## config.mk

```make
export PLATFORM = sky130hd
export DESIGN_NAME = apb_stream_bridge
export DESIGN_NICKNAME = d
export VERILOG_FILES = /design/src/rtl/apb_stream_bridge.sv
export SDC_FILE = /design/constraint.sdc
export NUM_CORES = 1
export LEC_CHECK = 0
export BUFFER_PORTS_ARGS = -buffer_cell sky130_fd_sc_hd__buf_2
export CAP_MARGIN = 20
export CELL_PAD_IN_SITES_DETAIL_PLACEMENT = 2
export CELL_PAD_IN_SITES_GLOBAL_PLACEMENT = 2
export CORE_MARGIN = 2
export CORE_UTILIZATION = 42
export CTS_CLUSTER_DIAMETER = 60
export CTS_CLUSTER_SIZE = 14
export DETAILED_ROUTE_END_ITERATION = 10
export PLACE_DENSITY_LB_ADDON = 0.15
export SYNTH_ARGS = -nofsm -noshare
export SYNTH_HDL_FRONTEND = slang
export SYNTH_SLANG_ARGS = --single-unit
```

## constraint.sdc

```tcl
create_clock -name PCLK -period 2.82 [get_ports PCLK]
set_clock_uncertainty 0.05 [all_clocks]
set_input_delay 0.282 -clock PCLK [delete_from_list [all_inputs] [get_ports PCLK]]
set_output_delay 0.282 -clock PCLK [all_outputs]
set_load 0.005 [all_outputs]
```

## src/rtl/apb_stream_bridge.sv

```systemverilog
// APB slave exposing NCH byte-stream channels, each with an RX and a TX show-ahead FIFO,
// status/control registers, sticky overflow flags and a shared registered interrupt.
module apb_stream_bridge #(
    parameter int NCH   = 2,
    parameter int DW    = 8,
    parameter int DEPTH = 16
) (
    input  logic                PCLK,
    input  logic                PRESET,
    input  logic                PSEL,
    input  logic                PENABLE,
    input  logic                PWRITE,
    input  logic [11:0]         PADDR,
    input  logic [31:0]         PWDATA,
    output logic [31:0]         PRDATA,
    output logic                PREADY,
    output logic                PSLVERR,
    input  logic [NCH-1:0]      rx_tvalid,
    input  logic [NCH*DW-1:0]   rx_tdata,
    output logic [NCH-1:0]      tx_tvalid,
    input  logic [NCH-1:0]      tx_tready,
    output logic [NCH*DW-1:0]   tx_tdata,
    output logic                intr
);

    localparam int LW = $clog2(DEPTH) + 1;
    localparam int PW = LW - 1;

    logic          access;
    logic [7:0]    ch_idx;
    logic          idx_ok;
    logic [1:0]    reg_off;
    logic [NCH*32-1:0] ch_rdata;
    logic [NCH-1:0]    ch_irq;
    logic          intr_q;
    logic          intr_d;
    logic          unused_bits;

    assign access      = PSEL & PENABLE;
    assign ch_idx      = PADDR[11:4];
    assign idx_ok      = ch_idx < 8'(NCH);
    assign reg_off     = PADDR[3:2];
    assign PREADY      = 1'b1;
    assign PSLVERR     = access && !idx_ok;
    assign unused_bits = ^{PADDR[1:0], PWDATA};

    for (genvar c = 0; c < NCH; c++) begin : g_ch
        logic          sel;
        logic          data_wr;
        logic          data_rd;
        logic          ctrl_wr;
        logic          int_wr;
        logic          rx_flush;
        logic          tx_flush;
        logic [DW-1:0] rx_mem_q [DEPTH];
        logic [DW-1:0] tx_mem_q [DEPTH];
        logic [PW-1:0] rx_wr_ptr_q, rx_wr_ptr_d, rx_rd_ptr_q, rx_rd_ptr_d;
        logic [PW-1:0] tx_wr_ptr_q, tx_wr_ptr_d, tx_rd_ptr_q, tx_rd_ptr_d;
        logic [LW-1:0] rx_level_q, rx_level_d, tx_level_q, tx_level_d;
        logic          rx_ovf_q, rx_ovf_d, tx_ovf_q, tx_ovf_d;
        logic [3:0]    int_en_q, int_en_d;
        logic          rx_empty, rx_full, tx_empty, tx_full;
        logic          rx_push, rx_pop, tx_push, tx_pop;
        logic [DW-1:0] rx_in, rx_head, tx_head;
        logic [3:0]    int_stat;
        logic [31:0]   rdata;

        assign sel      = access && (ch_idx == 8'(c));
        assign data_wr  = sel && PWRITE && (reg_off == 2'd0);
        assign data_rd  = sel && !PWRITE && (reg_off == 2'd0);
        assign ctrl_wr  = sel && PWRITE && (reg_off == 2'd2);
        assign int_wr   = sel && PWRITE && (reg_off == 2'd3);
        assign rx_flush = ctrl_wr && PWDATA[8];
        assign tx_flush = ctrl_wr && PWDATA[9];

        assign rx_in    = rx_tdata[c*DW +: DW];
        assign rx_head  = rx_mem_q[rx_rd_ptr_q];
        assign tx_head  = tx_mem_q[tx_rd_ptr_q];
        assign rx_empty = (rx_level_q == '0);
        assign rx_full  = (rx_level_q == LW'(DEPTH));
        assign tx_empty = (tx_level_q == '0);
        assign tx_full  = (tx_level_q == LW'(DEPTH));

        // A pop frees a slot in the same cycle, so a full FIFO still accepts a concurrent push.
        assign rx_pop   = data_rd && !rx_empty;
        assign rx_push  = rx_tvalid[c] && (!rx_full || rx_pop) && !rx_flush;
        assign tx_pop   = !tx_empty && tx_tready[c];
        assign tx_push  = data_wr && (!tx_full || tx_pop) && !tx_flush;

        assign int_stat = {tx_ovf_q, rx_ovf_q, tx_empty, !rx_empty};

        always_comb begin
            rx_wr_ptr_d = rx_wr_ptr_q + PW'(rx_push);
            rx_rd_ptr_d = rx_rd_ptr_q + PW'(rx_pop);
            rx_level_d  = rx_level_q + LW'(rx_push) - LW'(rx_pop);
            tx_wr_ptr_d = tx_wr_ptr_q + PW'(tx_push);
            tx_rd_ptr_d = tx_rd_ptr_q + PW'(tx_pop);
            tx_level_d  = tx_level_q + LW'(tx_push) - LW'(tx_pop);
            if (rx_flush) begin
                rx_wr_ptr_d = '0;
                rx_rd_ptr_d = '0;
                rx_level_d  = '0;
            end
            if (tx_flush) begin
                tx_wr_ptr_d = '0;
                tx_rd_ptr_d = '0;
                tx_level_d  = '0;
            end
            // A new overflow outranks a same-cycle write-1-to-clear.
            rx_ovf_d = (rx_tvalid[c] && rx_full && !rx_pop && !rx_flush)
                     || (rx_ovf_q && !(int_wr && PWDATA[2]));
            tx_ovf_d = (data_wr && tx_full && !tx_pop && !tx_flush)
                     || (tx_ovf_q && !(int_wr && PWDATA[3]));
            int_en_d = ctrl_wr ? PWDATA[3:0] : int_en_q;
        end

        always_ff @(posedge PCLK or posedge PRESET) begin
            if (PRESET) begin
                rx_wr_ptr_q <= '0;
                rx_rd_ptr_q <= '0;
                rx_level_q  <= '0;
                tx_wr_ptr_q <= '0;
                tx_rd_ptr_q <= '0;
                tx_level_q  <= '0;
                rx_ovf_q    <= 1'b0;
                tx_ovf_q    <= 1'b0;
                int_en_q    <= '0;
            end else begin
                rx_wr_ptr_q <= rx_wr_ptr_d;
                rx_rd_ptr_q <= rx_rd_ptr_d;
                rx_level_q  <= rx_level_d;
                tx_wr_ptr_q <= tx_wr_ptr_d;
                tx_rd_ptr_q <= tx_rd_ptr_d;
                tx_level_q  <= tx_level_d;
                rx_ovf_q    <= rx_ovf_d;
                tx_ovf_q    <= tx_ovf_d;
                int_en_q    <= int_en_d;
            end
        end

        always_ff @(posedge PCLK) begin
            if (rx_push) rx_mem_q[rx_wr_ptr_q] <= rx_in;
            if (tx_push) tx_mem_q[tx_wr_ptr_q] <= PWDATA[DW-1:0];
        end

        always_comb begin
            rdata = '0;
            case (reg_off)
                2'd0: if (!rx_empty) rdata[DW-1:0] = rx_head;
                2'd1: begin
                    rdata[LW-1:0]  = rx_level_q;
                    rdata[8 +: LW] = tx_level_q;
                    rdata[16]      = rx_empty;
                    rdata[17]      = rx_full;
                    rdata[18]      = tx_empty;
                    rdata[19]      = tx_full;
                end
                2'd2: rdata[3:0] = int_en_q;
                default: rdata[3:0] = int_stat;
            endcase
        end

        assign ch_rdata[c*32 +: 32]  = rdata;
        assign ch_irq[c]             = |(int_stat & int_en_q);
        assign tx_tvalid[c]          = !tx_empty;
        assign tx_tdata[c*DW +: DW]  = tx_head;
    end

    always_comb begin
        PRDATA = '0;
        for (int c = 0; c < NCH; c++) begin
            if (access && (ch_idx == 8'(c))) PRDATA = ch_rdata[c*32 +: 32];
        end
    end

    assign intr_d = |ch_irq;

    always_ff @(posedge PCLK or posedge PRESET) begin
        if (PRESET) intr_q <= 1'b0;
        else        intr_q <= intr_d;
    end

    assign intr = intr_q;

endmodule
```

==> impl_metrics.yaml, run 1 <==
worst_setup_path:
  crit_fanout: 11
  required_ns: 2.49
  end_kind: "output port"
  path_common_cell: "buf_12"
  crit_family: "compound AO/OA/AOI/OAI gates"
  crit_buf_inv: 4
  critPathKind: "reg2out"
  crit_arrival_ns: 2.78
  crit_slowest_cell: "mux4_2"
  path_cells: "buf_12 > buf_12 > mux4_2 > a22oi_2 > a31oi_4 > o221ai_2 > o21ai_2 > buf_4 > buf_2"
  cp-start-kind: "flip-flop"
  slowest_delay_ns: 0.53
pwr:
  vdd_drop_max_uv: 522
  powerDensity_mw_per_mm2: 812
  power.leakage_nw: 10.0
  p_total_mw: 23.6
flow_run:
  cap_violations: 0
layout:
  drive_above_1_share_pct: 38.5
  layout.nets: 1701
  final_common_cell: "edfxtp_1"
  final_cell_count_no_fill: 2381
  final_cell_mix: "edfxtp_1, buf_4, mux4_2"
  diodes: 0
  stdcell_area_mm2: 0.0290
  post-route-util_pct: 51.5
  area_growth_syn_to_layout_pct: 21.4
placement:
  place_area_mm2: 0.0266
  place_congestion: 0.774
  dp_cells: 2246
  dp_hpwl_um: 43600
  pre_cts_ws_ns: -0.589
  numPortBuffers: 81
logic_synthesis:
  synth.distinct_cells: 63
  synthesis.area_mm2: 0.0239
  ys_seq_area_share_pct: 71.1
  synth_edf_count: 512
  syn_area_per_cell_um2: 18.2
  synth_flop_cell: "edfxtp_1"
  async_reset_ff_share_pct: 11.3
  syn_inst: 1313
  ys.warnings.count: 0
  postSynthRegisterBits: 577
cts:
  clk_pin_slew_ns: 0.07
  cts_tree: "done"
  cts_buffers: 51
  cts_num_sinks: 577
  cts_root_buf: "clkbuf_16"
  h-tree-depth: 2
  clk_latency_ns: 0.59
  cts-root-to-sink-buffers: 3
floorplanning:
  die_h_um: 243
  coreArea_mm2: 0.0564
  die_x_um: 243
  die_area_mm2: 0.0589
  rows: 87
  boundaryPins: 122
  start_util_pct: 42.4
detailed_routing:
  vias_per_cell: 5.48
  drcViolationCount: 0
  drtIter0Drc: 866
  wl_um: 65400
  num_vias: 13000
  wire_per_inst_um: 27.5
  drtPass1Iterations: 5
  ant_nets: 0
grt:
  overflow: 0
  grt_pass1_vias: 14500
  grt_max_degree: 38
  antenna_found_initial: 0
  grt.total_usage_pct: 22.5
  grt_pass1_wl_um: 97600
sta:
  setup_tns_ns: -1.99
  holdWs_ns: 0.0274
  hold_viol_final: 0
  fin_crit_sh_pct: 110
  drv_slew: 0
  min_period_ns: 3.11
  layout_setup_ws_ns: -0.289
  rsz0062_at_grt: "yes"
  tightest_slew_ns: 0.777
  finalSetupViolCount: 15
  timing.fmax_mhz: 322
  slew_headroom_pct: 48.2
status:
  status: "complete, but fails checks"
  violations: "negative setup slack"
worst_hold_path:
  hp-class: "in2reg"
area by class of cell:
type	count	area (um^2)
Sequential cell	577	17000
Multi-Input combinational cell	629	6970
Clock inverter	11	111
Clock buffer	79	1450
Tap cell	756	946
Inverter	37	141
Timing Repair Buffer	292	2400
Fill cell	5080	27400
Yosys cell counts (4+ instances only):
| library cell | number | share of area [%] |
|---|---|---|
| clkbuf_1 | 40 | 0.63 |
| or3_1 | 6 | 0.16 |
| ha_1 | 40 | 2.1 |
| o21ai_0 | 17 | 0.36 |
| nand2b_1 | 14 | 0.37 |
| mux2i_1 | 14 | 0.59 |
| buf_1 | 20 | 0.31 |
| nand2_1 | 42 | 0.66 |
| buf_2 | 7 | 0.15 |
| and3_1 | 4 | 0.10 |
| fa_1 | 4 | 0.33 |
| a21oi_1 | 25 | 0.52 |
| edfxtp_1 | 512 | 64 |
| nand3_1 | 22 | 0.46 |
| inv_1 | 37 | 0.58 |
| nor3_1 | 28 | 0.59 |
| a21o_1 | 4 | 0.13 |
| nor4_1 | 13 | 0.34 |
| xor2_1 | 13 | 0.48 |
| mux4_2 | 144 | 14 |
| nor2_1 | 90 | 1.4 |
| mux2_2 | 12 | 0.57 |
| nand3b_1 | 5 | 0.16 |
| xnor2_1 | 17 | 0.62 |
| nand4_1 | 4 | 0.10 |
| dfrtp_1 | 65 | 6.8 |
| a22oi_1 | 13 | 0.41 |
| buf_4 | 16 | 0.50 |
| nor2b_1 | 33 | 0.86 |
flip-flops by register name, summed over array words and instances (netlist names):
name	cells
g_ch.tx_rd_ptr_q	8
g_ch.tx_mem_q	256
g_ch.tx_level_q	10
g_ch.rx_wr_ptr_q	8
g_ch.tx_wr_ptr_q	8
g_ch.rx_mem_q	256
g_ch.int_en_q	8
g_ch.rx_level_q	10
g_ch.tx_ovf_q	2
g_ch.rx_rd_ptr_q	8
intr	1
g_ch.rx_ovf_q	2
worst reg2reg max path, cell delays in order (launching register included):
cell and delay [ns]:
dfrtp_1 0.36, inv_2 0.05, ha_2 0.17, nor3b_4 0.15
and3b_2 0.25, nor3_4 0.23, inv_2 0.07, ha_4 0.28
inv_4 0.03, ha_4 0.16, fa_2 0.39, a21oi_2 0.15
nor2_1 0.06, nor2_1 0.11, xnor2_1 0.13, nor2_1 0.06
routing by layer:
layer,share of wire (%),routed length (um),global-route usage [%],vias up
li1,-,-,-,5716
met1,44,28700,31.1,6998
met2,51,33400,38.4,256
met3,3.3,2140,2.65,73
met4,1.9,1220,5.16,0
met5,0,0,0,-
what timing repair did:
action | CTS | global route
gates resized for setup | 64 | 37
hold buffers | 6 | 0
setup buffers | 19 | 19
pin swaps | 12 | 28
gates cloned | 3 | 1
hold endpoints to repair | 59 | 0
setup endpoints to repair | 30 | 31
path summary, 6_finish.rpt:
check	cells past startpoint	start	end	slack (ns)
max in group asynchronous	4	PRESET	g_ch[1].rx_rd_ptr_q[0]	1.63
max	9	g_ch[0].rx_rd_ptr_q[0]	PRDATA[1]	-0.29
max reg2reg	15	g_ch[1].tx_level_q[2]	g_ch[1].tx_level_q[4]	-0.01
min	1	rx_tdata[5]	g_ch[0].rx_mem_q[0][5]	0.03
min in group asynchronous	3	PRESET	g_ch[1].tx_wr_ptr_q[0]	0.31
min reg2reg	1	g_ch[0].int_en_q[3]	g_ch[0].int_en_q[3]	0.52
power breakdown:
part | switching, mW | internal, mW | total (mW)
Clock | 3.12 | 3.65 | 6.77
Sequential | 0.714 | 10.0 | 10.7
Combinational | 2.93 | 3.15 | 6.08
Total | 6.76 | 16.8 | 23.6
cells by family after synthesis:
| kind of cell | Yosys count | share of synthesized area, % |
|---|---|---|
| mux | 170 | 14.7 |
| flops | 577 | 71.1 |
| fa+ha+maj | 44 | 2.43 |
| xor+xnor | 30 | 1.10 |
| other cells | 2 | 0.0314 |
| buf+inv | 121 | 2.22 |
| compound gates | 84 | 2.27 |
| simple gates | 285 | 6.16 |
Power figures use the tool's default switching activity.
==> inputs of run 2 (changes only) <==
--- a/config.mk
+++ b/config.mk
@@ -7,5 +7,4 @@
 export LEC_CHECK = 0
 export BUFFER_PORTS_ARGS = -buffer_cell sky130_fd_sc_hd__buf_2
-export CAP_MARGIN = 20
 export CELL_PAD_IN_SITES_DETAIL_PLACEMENT = 2
 export CELL_PAD_IN_SITES_GLOBAL_PLACEMENT = 2
==> constraint.sdc (replaced) <==
create_clock -name PCLK -period 2.82 [get_ports PCLK]
set_clock_uncertainty 0.05 [all_clocks]
set_input_delay 0.423 -clock PCLK [delete_from_list [all_inputs] [get_ports PCLK]]
set_output_delay 0.423 -clock PCLK [all_outputs]
set_load 0.005 [all_outputs]
==> impl_metrics.yaml, run 2 (synthesis gave the netlist of run 1 again) <==
layout:
  final_common_cell: "edfxtp_1"
  drive_above_1_share_pct: 41.6
  area_growth_syn_to_layout_pct: 25.6
  stdcell_area_mm2: 0.0300
  layout.nets: 1712
  final_cell_mix: "edfxtp_1, mux4_2, buf_4"
  fillCellCount: 5004
  diodes: 0
  final_cell_count_no_fill: 2399
  reg.largest.list: "g_ch.rx_mem_q: 256 flops, g_ch.tx_mem_q: 256 flops"
sta:
  timing.fmax_mhz: 302
  tightest_slew_ns: 0.842
  finalSetupViolCount: 33
  slew_headroom_pct: 43.8
  hold_viol_final: 0
  rsz0062_at_grt: "yes"
  drv_slew: 0
  setup_tns_ns: -6.07
  fin_crit_sh_pct: 117
  layout_setup_ws_ns: -0.490
  min_period_ns: 3.31
placement:
  dp_hpwl_um: 42900
  place_area_mm2: 0.0272
  numPortBuffers: 81
  pre_cts_ws_ns: -0.766
  place_congestion: 0.770
  dp_cells: 2240
pwr:
  swShare_pct: 28.9
  power.leakage_nw: 10.3
  p_seq_share_pct: 44.1
  p_total_mw: 24.3
  intPower_mw: 17.3
  power_frac_comb_pct: 27.2
  power_frac_clock_pct: 28.7
  powerDensity_mw_per_mm2: 810
  vdd_drop_max_uv: 575
  p_switching_mw: 7.04
detailed_routing:
  wl_um: 66400
  vias_per_cell: 5.48
  num_vias: 13100
  drtIter0Drc: 946
  ant_nets: 0
  drtPass1Iterations: 5
  drcViolationCount: 0
  wire_per_inst_um: 27.7
grt:
  grt_pass1_vias: 14600
  overflow: 0
  antenna_found_initial: 0
  grt_pass1_wl_um: 98200
  grt.total_usage_pct: 22.7
  grt_max_degree: 66
worst_setup_path:
  crit_arrival_ns: 2.84
  slowest_delay_ns: 0.49
  crit_slowest_cell: "mux4_2"
  cp-start-kind: "flip-flop"
  crit_fanout: 7
  path_common_cell: "buf_12"
  required_ns: 2.35
  end_kind: "output port"
  critPathKind: "reg2out"
  path_cells: "buf_12 > buf_12 > mux4_2 > mux2i_1 > buf_4 > nor3b_2 > o31ai_2 > o221ai_2 > buf_2"
floorplanning:
  die_h_um: 243
  coreArea_mm2: 0.0564
  rows: 87
  boundaryPins: 122
  die_x_um: 243
  start_util_pct: 42.4
  die_area_mm2: 0.0589
status:
  violations: "negative setup slack"
  status: "complete, but fails checks"
cts:
  cts-root-to-sink-buffers: 3
  cts_num_sinks: 577
  cts_root_buf: "clkbuf_16"
  clk_latency_ns: 0.62
  clk_pin_slew_ns: 0.07
  h-tree-depth: 2
  cts_buffers: 52
  cts_tree: "done"
worst_hold_path:
  hp-class: "in2reg"
flow_run:
  cap_violations: 0
run 2: worst max-delay path: cells and delay by family (launching register included):
family / cells / cell delay, ns
DFF: 1 / 0.39
buffers and inverters: 4 / 0.64
and+or+nand+nor: 1 / 0.04
muxes: 2 / 0.66
AOI/OAI and AO/OA: 2 / 0.49
run 2: final cells by class:
cell class              instances  area (um^2)  area share [%]
inverters                      37          141           0.471
well taps                     756          946            3.15
clock inverters                14          160           0.533
multi-input cells             629         7270            24.2
repair buffers                302         3030            10.1
flip-flops and latches        577        17000            56.6
clock buffers                  84         1470            4.90
run 2: layer usage:
layer,routed length (um),GRT usage (%),vias up,part of all wire (%)
met4,1400,5.67,0,2.1
met1,29000,31.1,7095,44
met2,34000,39.0,226,51
met5,0,0,-,0
li1,-,-,5741,-
met3,1980,2.70,81,3.0
run 2: final timing paths:
check,from,to,slack [ns],depth (start not counted)
setup / recovery,g_ch[0].rx_rd_ptr_q[0],PRDATA[3],-0.49,9
hold / removal,rx_tvalid[1],g_ch[1].rx_ovf_q,0.07,3
setup reg to reg,g_ch[0].rx_level_q[2],g_ch[0].rx_level_q[4],0.02,16
hold reg to reg,g_ch[0].int_en_q[3],g_ch[0].int_en_q[3],0.51,1
max in group asynchronous,PRESET,g_ch[0].rx_rd_ptr_q[0],1.96,4
min in group asynchronous,PRESET,g_ch[1].tx_rd_ptr_q[3],0.37,4
run 2: what timing repair did:
action / CTS / global route
pin swaps: 8 / 29
endpoints found under the hold margin: 65 / 0
gates cloned: 9 / 3
buffers inserted: 29 / 25
gates resized for setup: 63 / 63
endpoints found under the setup margin: 37 / 38
hold buffers: 1 / 0
run 2: per-stage QoR:
| step | util, % | hold WS [ns] |
|---|---|---|
| 3_5_place_dp | 48.2 | 0.486 |
| 6_report | 53.3 | 0.0675 |
| 5_1_grt | 53.3 | 0.0564 |
| 2_1_floorplan | - | 0.429 |
| 4_1_cts | 52.5 | 0.0202 |
| 3_3_place_gp | 48.2 | 0.475 |
run 2: power groups by stage:
stage	sequential [mW]	clock, mW	combinational (mW)
2_1_floorplan	10.5	0	3.71
3_3_place_gp	10.8	0	5.45
3_5_place_dp	10.9	0	5.68
4_1_cts	10.7	7.15	6.34
5_1_grt	10.8	7.41	7.17
6_report	10.7	6.98	6.62
==> inputs of run 3 (changes only) <==
Settings changed: MAX_ROUTING_LAYER set to met4.
==> impl_metrics.yaml, run 3 (synthesis gave the netlist of run 1 again) <==
status:
  status: "complete, but fails checks"
  violations: "negative setup slack"
detailed_routing:
  drtPass1Iterations: 4
  wl_met3_um: 2060
  wl_um: 66100
  wl_met1_um: 28900
  num_vias: 13100
  ant_nets: 0
  wire_per_inst_um: 27.6
  route.met2.wl_um: 33800
  drtIter0Drc: 860
  top_layer: "met4"
  drcViolationCount: 0
  vias_per_cell: 5.48
worst_hold_path:
  holdCritStartpoint: "rx_tvalid[1]"
  hp-class: "in2reg"
worst_setup_path:
  required_ns: 2.35
  crit_arrival_ns: 2.84
  reg2reg_from: "g_ch[0].rx_level_q[2]"
  end_kind: "output port"
  crit_start: "g_ch[0].rx_rd_ptr_q[0]"
  critPathKind: "reg2out"
  cp-start-kind: "flip-flop"
  crit_fanout: 10
sta:
  finalSetupViolCount: 33
  fin_crit_sh_pct: 118
  layout_setup_ws_ns: -0.497
  slew_headroom_pct: 45.2
  holdWs_ns: 0.0629
  hold_viol_final: 0
  setup_tns_ns: -6.12
  timing.fmax_mhz: 302
  min_period_ns: 3.32
  tightest_slew_ns: 0.822
  drv_slew: 0
  rsz0062_at_grt: "yes"
floorplanning:
  start_util_pct: 42.4
  die_x_um: 243
  coreArea_mm2: 0.0564
  rows: 87
  die_h_um: 243
  die_area_mm2: 0.0589
  boundaryPins: 122
cts:
  clk_latency_ns: 0.62
  cts_root_buf: "clkbuf_16"
  cts_tree: "done"
  h-tree-depth: 2
  cts_buffers: 52
  cts-root-to-sink-buffers: 3
  cts_num_sinks: 577
  clk_pin_slew_ns: 0.07
placement:
  pre_cts_ws_ns: -0.766
  dp_hpwl_um: 42900
  place_congestion: 0.781
  numPortBuffers: 81
layout:
  final_common_cell: "edfxtp_1"
  area_growth_syn_to_layout_pct: 25.3
  post-route-util_pct: 53.1
  final_cell_mix: "edfxtp_1, mux4_2, buf_4"
  drive_above_1_share_pct: 41.5
  layout.nets: 1708
  reg.largest.list: "g_ch.rx_mem_q: 256 flops, g_ch.tx_mem_q: 256 flops"
grt:
  grt_max_degree: 66
  grt_pass1_vias: 14600
  grt.total_usage_pct: 23.5
  antenna_found_initial: 1
  grt_pass1_wl_um: 98300
  overflow: 0
pwr:
  vdd_drop_max_uv: 577
  power.leakage_nw: 10.2
  powerDensity_mw_per_mm2: 807
  p_total_mw: 24.2
flow_run:
  cap_violations: 0
[run 3: critical path: stages (launching register included)]
cell and delay, ns:
dfrtp_2 0.39, buf_4 0.14, bufbuf_16 0.27, mux4_2 0.50
a22oi_2 0.21, a31oi_2 0.13, buf_4 0.16, o221ai_2 0.15
o21ai_2 0.12, buf_2 0.15
[run 3: cell type report]
| class | count | area, um^2 |
|---|---|---|
| Antenna cell | 1 | 2.50 |
| Clock buffer | 84 | 1470 |
| Clock inverter | 14 | 160 |
| Fill cell | 5006 | 26400 |
| Inverter | 37 | 141 |
| Multi-Input combinational cell | 629 | 7270 |
| Sequential cell | 577 | 17000 |
| Tap cell | 756 | 946 |
| Timing Repair Buffer | 298 | 2960 |
[run 3: per-layer routing]
metal,vias to the layer above,track usage (%)
li1,5734,-
met3,87,2.69
met5,-,-
met4,0,5.67
met1,7084,31.4
met2,219,38.9
[run 3: where the power goes]
part	leakage, nW	switching (mW)	internal [mW]
combinational	4.03	3.06	3.41
sequential	5.42	0.737	10.0
clock	0.782	3.19	3.79
[run 3: metrics by stage]
step / cell area (um^2) / instances
after floorplan: 24500 / 1327
after global placement: 27200 / 2240
after detailed placement: 27200 / 2240
after CTS: 29600 / 2376
after global routing: 30000 / 2396
final: 30000 / 2396
[run 3: timing repair]
item	CTS	global route
hold endpoints to repair	65	0
cloned	9	1
setup endpoints to repair	37	38
hold buffers	1	0
setup buffers	29	22
pin swaps	8	28
resized for setup	63	59
[run 3: final timing paths]
kind / end / slack (ns) / depth (start not counted)
max: PRDATA[1] / -0.50 / 9
min: g_ch[1].rx_ovf_q / 0.06 / 3
max reg2reg: g_ch[0].rx_level_q[4] / 0.03 / 16
min reg2reg: g_ch[0].int_en_q[3] / 0.51 / 1
max in group asynchronous: g_ch[0].rx_rd_ptr_q[0] / 1.98 / 4
min in group asynchronous: g_ch[1].tx_rd_ptr_q[3] / 0.37 / 4
